File: config.mk
export PLATFORM = sky130hd
export DESIGN_NAME = mem_stage_lsu
export DESIGN_NICKNAME = d
export VERILOG_FILES = /design/src/rtl/riscv_pkg.sv /design/src/rtl/lsu_align.sv /design/src/rtl/mem_stage_lsu.sv
export SDC_FILE = /design/constraint.sdc
export NUM_CORES = 1
export LEC_CHECK = 0
export ABC_AREA = 1
export CORE_MARGIN = 2
export CORE_UTILIZATION = 35
export DETAILED_ROUTE_END_ITERATION = 12
export SLEW_MARGIN = 20
export SYNTH_ARGS = -nofsm -noshare
export SYNTH_HDL_FRONTEND = slang
export SYNTH_HIERARCHICAL = 1
export SYNTH_SLANG_ARGS = --single-unit
File: constraint.sdc
create_clock -name clk -period 4.8 [get_ports clk]
set_clock_uncertainty 0.1 [all_clocks]
set_input_delay 0.96 -clock clk [delete_from_list [all_inputs] [get_ports clk]]
set_output_delay 0.96 -clock clk [all_outputs]
set_load 0.01 [all_outputs]
File: src/rtl/riscv_pkg.sv
// Shared RISC-V pipeline definitions: load/store funct3 encodings, LSU FSM states,
// and the funct3 legality / alignment helpers used by the memory stage.
package riscv_pkg;

   localparam logic [2:0] F3_LB  = 3'b000;
   localparam logic [2:0] F3_LH  = 3'b001;
   localparam logic [2:0] F3_LW  = 3'b010;
   localparam logic [2:0] F3_LBU = 3'b100;
   localparam logic [2:0] F3_LHU = 3'b101;
   localparam logic [2:0] F3_SB  = 3'b000;
   localparam logic [2:0] F3_SH  = 3'b001;
   localparam logic [2:0] F3_SW  = 3'b010;

   typedef enum logic [1:0] {IDLE, WAIT, DONE} lsu_state_t;

   function automatic logic f3_legal(input logic is_load, input logic [2:0] f3);
      if (is_load)
         return (f3 == F3_LB) || (f3 == F3_LH) || (f3 == F3_LW) ||
                (f3 == F3_LBU) || (f3 == F3_LHU);
      else
         return (f3 == F3_SB) || (f3 == F3_SH) || (f3 == F3_SW);
   endfunction

   // funct3[1:0] encodes access size for both loads and stores.
   function automatic logic f3_misaligned(input logic [2:0] f3, input logic [1:0] off);
      return ((f3[1:0] == 2'b01) && off[0]) || ((f3[1:0] == 2'b10) && (off != 2'b00));
   endfunction

endpackage

File: src/rtl/lsu_align.sv
// Combinational lane logic: store byte enables and data replication, and
// load lane selection with sign/zero extension.
module lsu_align
   import riscv_pkg::*;
(
   input  logic        i_st_is_read,
   input  logic [2:0]  i_st_funct3,
   input  logic [1:0]  i_st_off,
   input  logic [31:0] i_st_data,
   output logic [3:0]  o_be,
   output logic [31:0] o_wdata,
   input  logic [2:0]  i_ld_funct3,
   input  logic [1:0]  i_ld_off,
   input  logic [31:0] i_rdata,
   output logic [31:0] o_ld_data
);

   logic [7:0]  w_byte;
   logic [15:0] w_half;

   always_comb begin
      o_be    = 4'b1111;
      o_wdata = i_st_data;
      if (!i_st_is_read) begin
         unique case (i_st_funct3)
            F3_SB: begin
               o_be    = 4'b0001 << i_st_off;
               o_wdata = {4{i_st_data[7:0]}};
            end
            F3_SH: begin
               o_be    = 4'b0011 << {i_st_off[1], 1'b0};
               o_wdata = {2{i_st_data[15:0]}};
            end
            default: ;
         endcase
      end
   end

   always_comb begin
      w_byte    = i_rdata[8*i_ld_off +: 8];
      w_half    = i_ld_off[1] ? i_rdata[31:16] : i_rdata[15:0];
      o_ld_data = i_rdata;
      unique case (i_ld_funct3)
         F3_LB:   o_ld_data = {{24{w_byte[7]}}, w_byte};
         F3_LH:   o_ld_data = {{16{w_half[15]}}, w_half};
         F3_LBU:  o_ld_data = {24'b0, w_byte};
         F3_LHU:  o_ld_data = {16'b0, w_half};
         default: o_ld_data = i_rdata;
      endcase
   end

endmodule

File: src/rtl/mem_stage_lsu.sv
// Memory-stage load/store unit: single-outstanding IDLE/WAIT/DONE bus FSM that
// stalls the pipeline until the data bus acknowledges.
module mem_stage_lsu
   import riscv_pkg::*;
(
   input  logic        clk,
   input  logic        reset,
   input  logic        valid_m,
   input  logic        mem_read_m,
   input  logic        mem_write_m,
   input  logic [2:0]  funct3_m,
   input  logic [31:0] addr_m,
   input  logic [31:0] write_data_m,
   output logic        stall_m,
   output logic [31:0] load_data_m,
   output logic        misaligned_m,
   output logic        bus_req,
   output logic        bus_we,
   output logic [31:0] bus_addr,
   output logic [31:0] bus_wdata,
   output logic [3:0]  bus_be,
   input  logic        bus_ack,
   input  logic [31:0] bus_rdata
);

   lsu_state_t  r_state, w_next;
   logic        r_we, r_rd;
   logic [31:0] r_addr, r_wdata, r_ldata;
   logic [3:0]  r_be;
   logic [1:0]  r_off;
   logic [2:0]  r_f3;

   logic        w_req, w_legal, w_mis, w_access;
   logic [3:0]  w_be;
   logic [31:0] w_wdata, w_ld;

   // Read wins when both request bits are set.
   assign w_req    = valid_m & (mem_read_m | mem_write_m);
   assign w_legal  = f3_legal(mem_read_m, funct3_m);
   assign w_mis    = f3_misaligned(funct3_m, addr_m[1:0]);
   assign w_access = w_req & w_legal & ~w_mis;

   lsu_align u_align (
      .i_st_is_read (mem_read_m),
      .i_st_funct3  (funct3_m),
      .i_st_off     (addr_m[1:0]),
      .i_st_data    (write_data_m),
      .o_be         (w_be),
      .o_wdata      (w_wdata),
      .i_ld_funct3  (r_f3),
      .i_ld_off     (r_off),
      .i_rdata      (bus_rdata),
      .o_ld_data    (w_ld)
   );

   always_ff @(posedge clk or posedge reset) begin
      if (reset) begin
         r_state <= IDLE;
         r_we    <= 1'b0;
         r_rd    <= 1'b0;
         r_addr  <= '0;
         r_wdata <= '0;
         r_be    <= '0;
         r_off   <= '0;
         r_f3    <= '0;
         r_ldata <= '0;
      end else begin
         r_state <= w_next;
         if (r_state == IDLE && w_access) begin
            r_we    <= ~mem_read_m;
            r_rd    <= mem_read_m;
            r_addr  <= {addr_m[31:2], 2'b00};
            r_wdata <= w_wdata;
            r_be    <= w_be;
            r_off   <= addr_m[1:0];
            r_f3    <= funct3_m;
         end
         if (r_state == WAIT && bus_ack)
            r_ldata <= r_rd ? w_ld : '0;
      end
   end

   always_comb begin
      w_next      = r_state;
      stall_m     = 1'b0;
      bus_req     = 1'b0;
      load_data_m = '0;
      unique case (r_state)
         IDLE: begin
            stall_m = w_access;
            if (w_access) w_next = WAIT;
         end
         WAIT: begin
            stall_m = 1'b1;
            bus_req = 1'b1;
            if (bus_ack) w_next = DONE;
         end
         DONE: begin
            load_data_m = r_ldata;
            w_next      = IDLE;
         end
         default: w_next = IDLE;
      endcase
   end

   assign misaligned_m = w_req & w_legal & w_mis;
   assign bus_we       = r_we;
   assign bus_addr     = r_addr;
   assign bus_wdata    = r_wdata;
   assign bus_be       = r_be;

endmodule

==> run metrics, run 1 <==
asr flop ratio synth=1.00; top cell type's share of synthesized area=0.454; pin count of the biggest net entering global routing=75; cell with the most instances after synthesis=nand2_1; final worst path period share=0.775; outcome=finished, final reports clean; setup slack after layout=1.08 ns; Slew Limit Headroom=0.338; DIE AREA=~18000 µm²; mean routed wirelength per cell=15.1 µm; Via Count=about 5800; Synth area leaders=dfrtp_1, nand2_1, nand3_1; first-iteration detailed-routing DRC count=approximately 400; post-CTS setup repair buffer count=0; CTS tree=yes; EDFF count, synth=0; Synthesis Warnings=6; DR DRC count=0; final setup vio count=0; clk root buf=clkbuf_16; GR Util met1=0.279; GR Util met3=0.0703; GP Congestion=0.866; Reg area=2680 µm²; Final Hold Fails=0; register share of total power=0.401; die height=134 µm; post-synthesis register bit count=~110; number of global-route vias before repair=5662; CP Class=in -> out; Max Fclk=269 MHz; Clock Power Share=0.210; Reg clk slew, reported paths=~0.07 ns; Pwr Density=420 nW/µm²; post-layout minimum cycle time=3.72 ns; Commonest cells post-synth=nand2_1, nand3_1, dfrtp_1; CTS Buf Count=9; Post-Syn Instances=833; NetSw=1280 µW; die width=134 µm; Worst EP arrival=2.66 ns; setup_tns=0 ns; clock latency on the worst-skew pair=0.35 ns; leakage=0.00402 µW; post-synthesis cell area=5900 µm²; CORE AREA=16500 µm²; CP startpoint kind=input port; Crit Path Max Fanout=5; n_diodes=0; initial antenna violation count=0; cell row count=47; Slew Limit Fails=0; syn avg cell area=7.08 µm²; maxcap violations=0; post-route ant nets=0; first-pass GRT wire length=roughly 30000 µm; Combinational Power Share=0.389; DP Worst Slack=1.09 ns; detailed-placement wirelength estimate=between 10000 and 15000 µm; HP Class=reg -> reg; CTS max path bufs=2; R2R setup slack=2.68 ns; Ports=209; port buffer count=206; Switching Fraction=0.371; DRT Wirelength=around 18000 µm; Vias/cell=between 4 and 5; H-tree depth=3; fillers=1687; Int Pwr=2170 µW; Multi-input gate area=2570 µm²; nets@finish=1101; met2 Use GR=0.323; Max VDD drop=0.184 mV; CTS Sinks=107; First-pass DRT Iterations=5; post-CTS sizing=0; share of layout cells above drive strength 1=0.0520; grt peak-use layer=met2; Congestion Overflow GR=0; crit path capture type=primary output; hold_buf cts=0; critical path data required time=around 3.7 ns; post-synthesis sequential area ratio=0.454; P&R area growth vs syn=39.4%; main flop type after synthesis=dfrtp_1; Netlist cell types=26; Worst-Margin Slew=0.993 ns; GRT Total Usage=0.210; cell taking the most area after synthesis=dfrtp_1; Initial Util=0.357; unrepaired setup endpoints after global routing=no
-- worst max-delay path, cell delays in order --
cell	delay, ns
clkdlybuf4s50_1	0.54
inv_1	0.10
nand2_1	0.05
nand2_1	0.06
nand2_1	0.10
nor2_4	0.11
nand2_2	0.08
nand2_1	0.06
clkdlybuf4s50_1	0.58
-- state kept, by name, summed over array words and instances (netlist names) --
register,count
bus_addr,30
bus_be,4
bus_wdata,32
bus_we,1
r_f3,3
r_ldata,32
r_off,2
r_rd,1
r_state,2
-- final cells by class --
cell class,instances,area share
sequential,107,0.326
clock buffer,9,0.0274
clock inverter,6,0.00578
multi-input combinational,586,0.312
tap,220,0.0335
inverter,78,0.0362
timing repair buffer,214,0.260
-- metal layers --
metal,share of wire,vias up
li1,-,2912
met3,0.092,19
met4,0.018,0
met5,0,-
met2,0.45,193
met1,0.44,2679
-- cell usage in the layout, fill, tap and decap left out, types with 3 or more instances in the layout --
master           count
nand2_1            307
clkdlybuf4s50_1    206
nand3_1            131
dfrtp_1            106
inv_1               72
nor2_1              53
o21ai_0             53
a21oi_1             12
clkbuf_16            9
buf_4                7
nand2_2              5
a21oi_2              5
or2_2                4
nor2_4               3
nor3_2               3
inv_2                3
or2_0                3
-- power by group through the flow --
| stage | registers (µW) | clock network (µW) | logic, µW |
|---|---|---|---|
| after CTS | 1390 | 743 | 1360 |
| after global routing | 1430 | 777 | 1510 |
| after detailed placement | 1400 | 0 | 1350 |
| after floorplan | 1400 | 0 | 710 |
| after global placement | 1400 | 0 | 1350 |
| final | 1380 | 724 | 1340 |
-- final timing paths --
check | from | end | cells past startpoint
max reg2reg | r_off[1] | r_ldata[11] | 8
max | addr_m[1] | stall_m | 9
min in group asynchronous | reset | bus_addr[19] | 2
max in group asynchronous | reset | r_rd | 3
min reg2reg | bus_addr[24] | bus_addr[24] | 2
min | bus_addr[24] | bus_addr[24] | 2
-- cells by family after synthesis --
| group | synth area share |
|---|---|
| flip-flops | 0.454 |
| AO/OA/AOI/OAI | 0.0626 |
| buffers and inverters | 0.115 |
| other | 0.000636 |
| AND/OR/NAND/NOR | 0.368 |
-- through the flow --
step                      cells  area, µm²   util  hold slack [ns]  total power, µW
after floorplan             834       5900      -            0.364             2110
after global placement     1204       7930  0.480            0.352             2750
after detailed placement   1205       7950  0.481            0.357             2760
after CTS                  1220       8220  0.498            0.377             3490
after global routing       1220       8230  0.498            0.386             3720
final                      1220       8230  0.498            0.374             3450
Note: power is estimated with default switching activity, not from simulation.
==> run 2, diff against run 1 <==
Clock period 4.8 ns to 3.6 ns, I/O delays scaled along.
==> run metrics, run 2 (same netlist as run 1, synthesis figures left out) <==
CORE AREA=16500 µm² (unchanged); Ports=209 (unchanged); Max Fclk=approximately 310 MHz; die height=134 µm (unchanged); maxcap violations=0 (unchanged); Slew Limit Headroom=0.483 (+0.145); nets@finish=1104 (+0.27%); unrepaired setup endpoints after global routing=no; hold_buf cts=0 (unchanged); CP startpoint kind=input port; detailed-placement wirelength estimate=13100 µm (+2.5%); clock latency on the worst-skew pair=0.35 ns (about the same); port buffer count=206 (unchanged); CP delay by family, top=buffers and inverters; DIE AREA=17900 µm² (unchanged); mean routed wirelength per cell=15.2 µm (+0.52%); post-CTS setup repair buffer count=0 (unchanged); die width=134 µm (unchanged); fillers=1630 (-3.4%); setup_tns=0 ns (unchanged); final instance area=8310 µm² (+0.97%); final worst path period share=0.902; most frequent cells in the layout=nand2_1, clkdlybuf4s50_1, nand3_1; First-pass DRT Iterations=4 (-1); crit path capture type=primary output; CTS Buf Count=9 (unchanged); post-layout minimum cycle time=3.25 ns; Max VDD drop=0.335 mV (+82%); leakage=0.00405 µW (+0.69%); clk root buf=clkbuf_16; Reg clk slew, reported paths=0.08 ns (about the same); Vias/cell=4.77 (+0.22%); GRT Total Usage=0.212 (+0.00162); Placed Area=7990 µm² (+0.46%); CTS tree=yes; DRT Wirelength=18600 µm (+0.85%); initial antenna violation count=0 (unchanged); n_diodes=0 (unchanged); first-pass GRT wire length=29900 µm (+0.33%); post-CTS sizing=0 (unchanged); Worst-Margin Slew=0.776 ns (-0.217 ns); slowest stage delay, CP=0.58 ns (about the same); Congestion Overflow GR=0 (unchanged); pin count of the biggest net entering global routing=75 (unchanged); H-tree depth=3 (unchanged); most common cell after layout, fill and taps aside=nand2_1; GP Congestion=0.850 (-1.8%); slowest cell on the critical path=clkdlybuf4s50_1; cell row count=47 (unchanged); CP Class=in -> out; Worst Path Buf+Inv=3 (unchanged); first-iteration detailed-routing DRC count=411 (+3.0%); critical path data required time=2.78 ns (-0.96 ns); post-route ant nets=0 (unchanged); DR DRC count=0 (unchanged); Slew Limit Fails=0 (unchanged); outcome=finished, final reports clean; P&R area growth vs syn=40.8%; final setup vio count=0 (unchanged); Via Count=5835 (+0.55%); Initial Util=0.357 (unchanged); Worst EP arrival=2.43 ns (-0.23 ns); Pwr Density=569 nW/µm² (+36%); Crit Path Max Fanout=4 (-1); CP Cell Sequence=clkdlybuf4s50_1 -> inv_1 -> nand3_1 -> nand2_1 -> nor2_4 -> nand2_2 -> nand2_1 -> clkdlybuf4s50_1; Final Hold Fails=0 (unchanged); share of layout cells above drive strength 1=0.0558 (+0.00378); CTS Sinks=107 (unchanged); CTS max path bufs=2 (unchanged); HP Class=reg -> reg; number of global-route vias before repair=5632 (-0.53%)
run 2: power breakdown:
part           internal, µW  total, µW  switching (µW)
clock network           558       1070             512
logic                   845       1820             971
registers              1580       1840             258
run 2: worst register-to-register path, cell delays in order (launching register included):
cell and delay, ns:
dfrtp_1 0.76, inv_4 0.22, nand2_2 0.14, nand3_2 0.07, nand2_2 0.10, nand2_4 0.18
a21oi_1 0.27, nand3_1 0.10, o21ai_0 0.10
run 2: metal layers:
metal	routed length [µm]	global-route usage
met1	8290	0.289
met2	8260	0.322
met3	1710	0.0699
met4	309	0.0579
met5	0	0
run 2: worst paths after layout:
kind,end,slack [ns],cells after the start,from
max reg2reg,r_ldata[13],1.48,8,r_off[1]
min in group asynchronous,r_ldata[2],0.51,2,reset
min reg2reg,bus_addr[7],0.37,2,bus_addr[7]
max in group asynchronous,r_rd,2.19,3,reset
min,bus_addr[7],0.37,2,bus_addr[7]
max,stall_m,0.35,8,funct3_m[1]
run 2: metrics by stage:
stage                     hold WS, ns  setup WS [ns]  power (µW)  utilization  instances
after detailed placement        0.358          0.369        3690        0.483       1208
after CTS                       0.379          0.362        4780        0.503       1224
final                           0.373          0.353        4730        0.503       1224
after global placement          0.353          0.413        3670        0.483       1208
after global routing            0.396          0.242        5070        0.503       1224
after floorplan                 0.364           1.30        2820            -        834
run 2: layout make-up:
type	instances	area [µm²]	area share
inverter	78	299	0.0360
sequential	107	2680	0.323
tap	220	275	0.0331
clock inverter	7	91.3	0.0110
multi-input combinational	586	2570	0.309
clock buffer	9	225	0.0271
timing repair buffer	217	2170	0.261
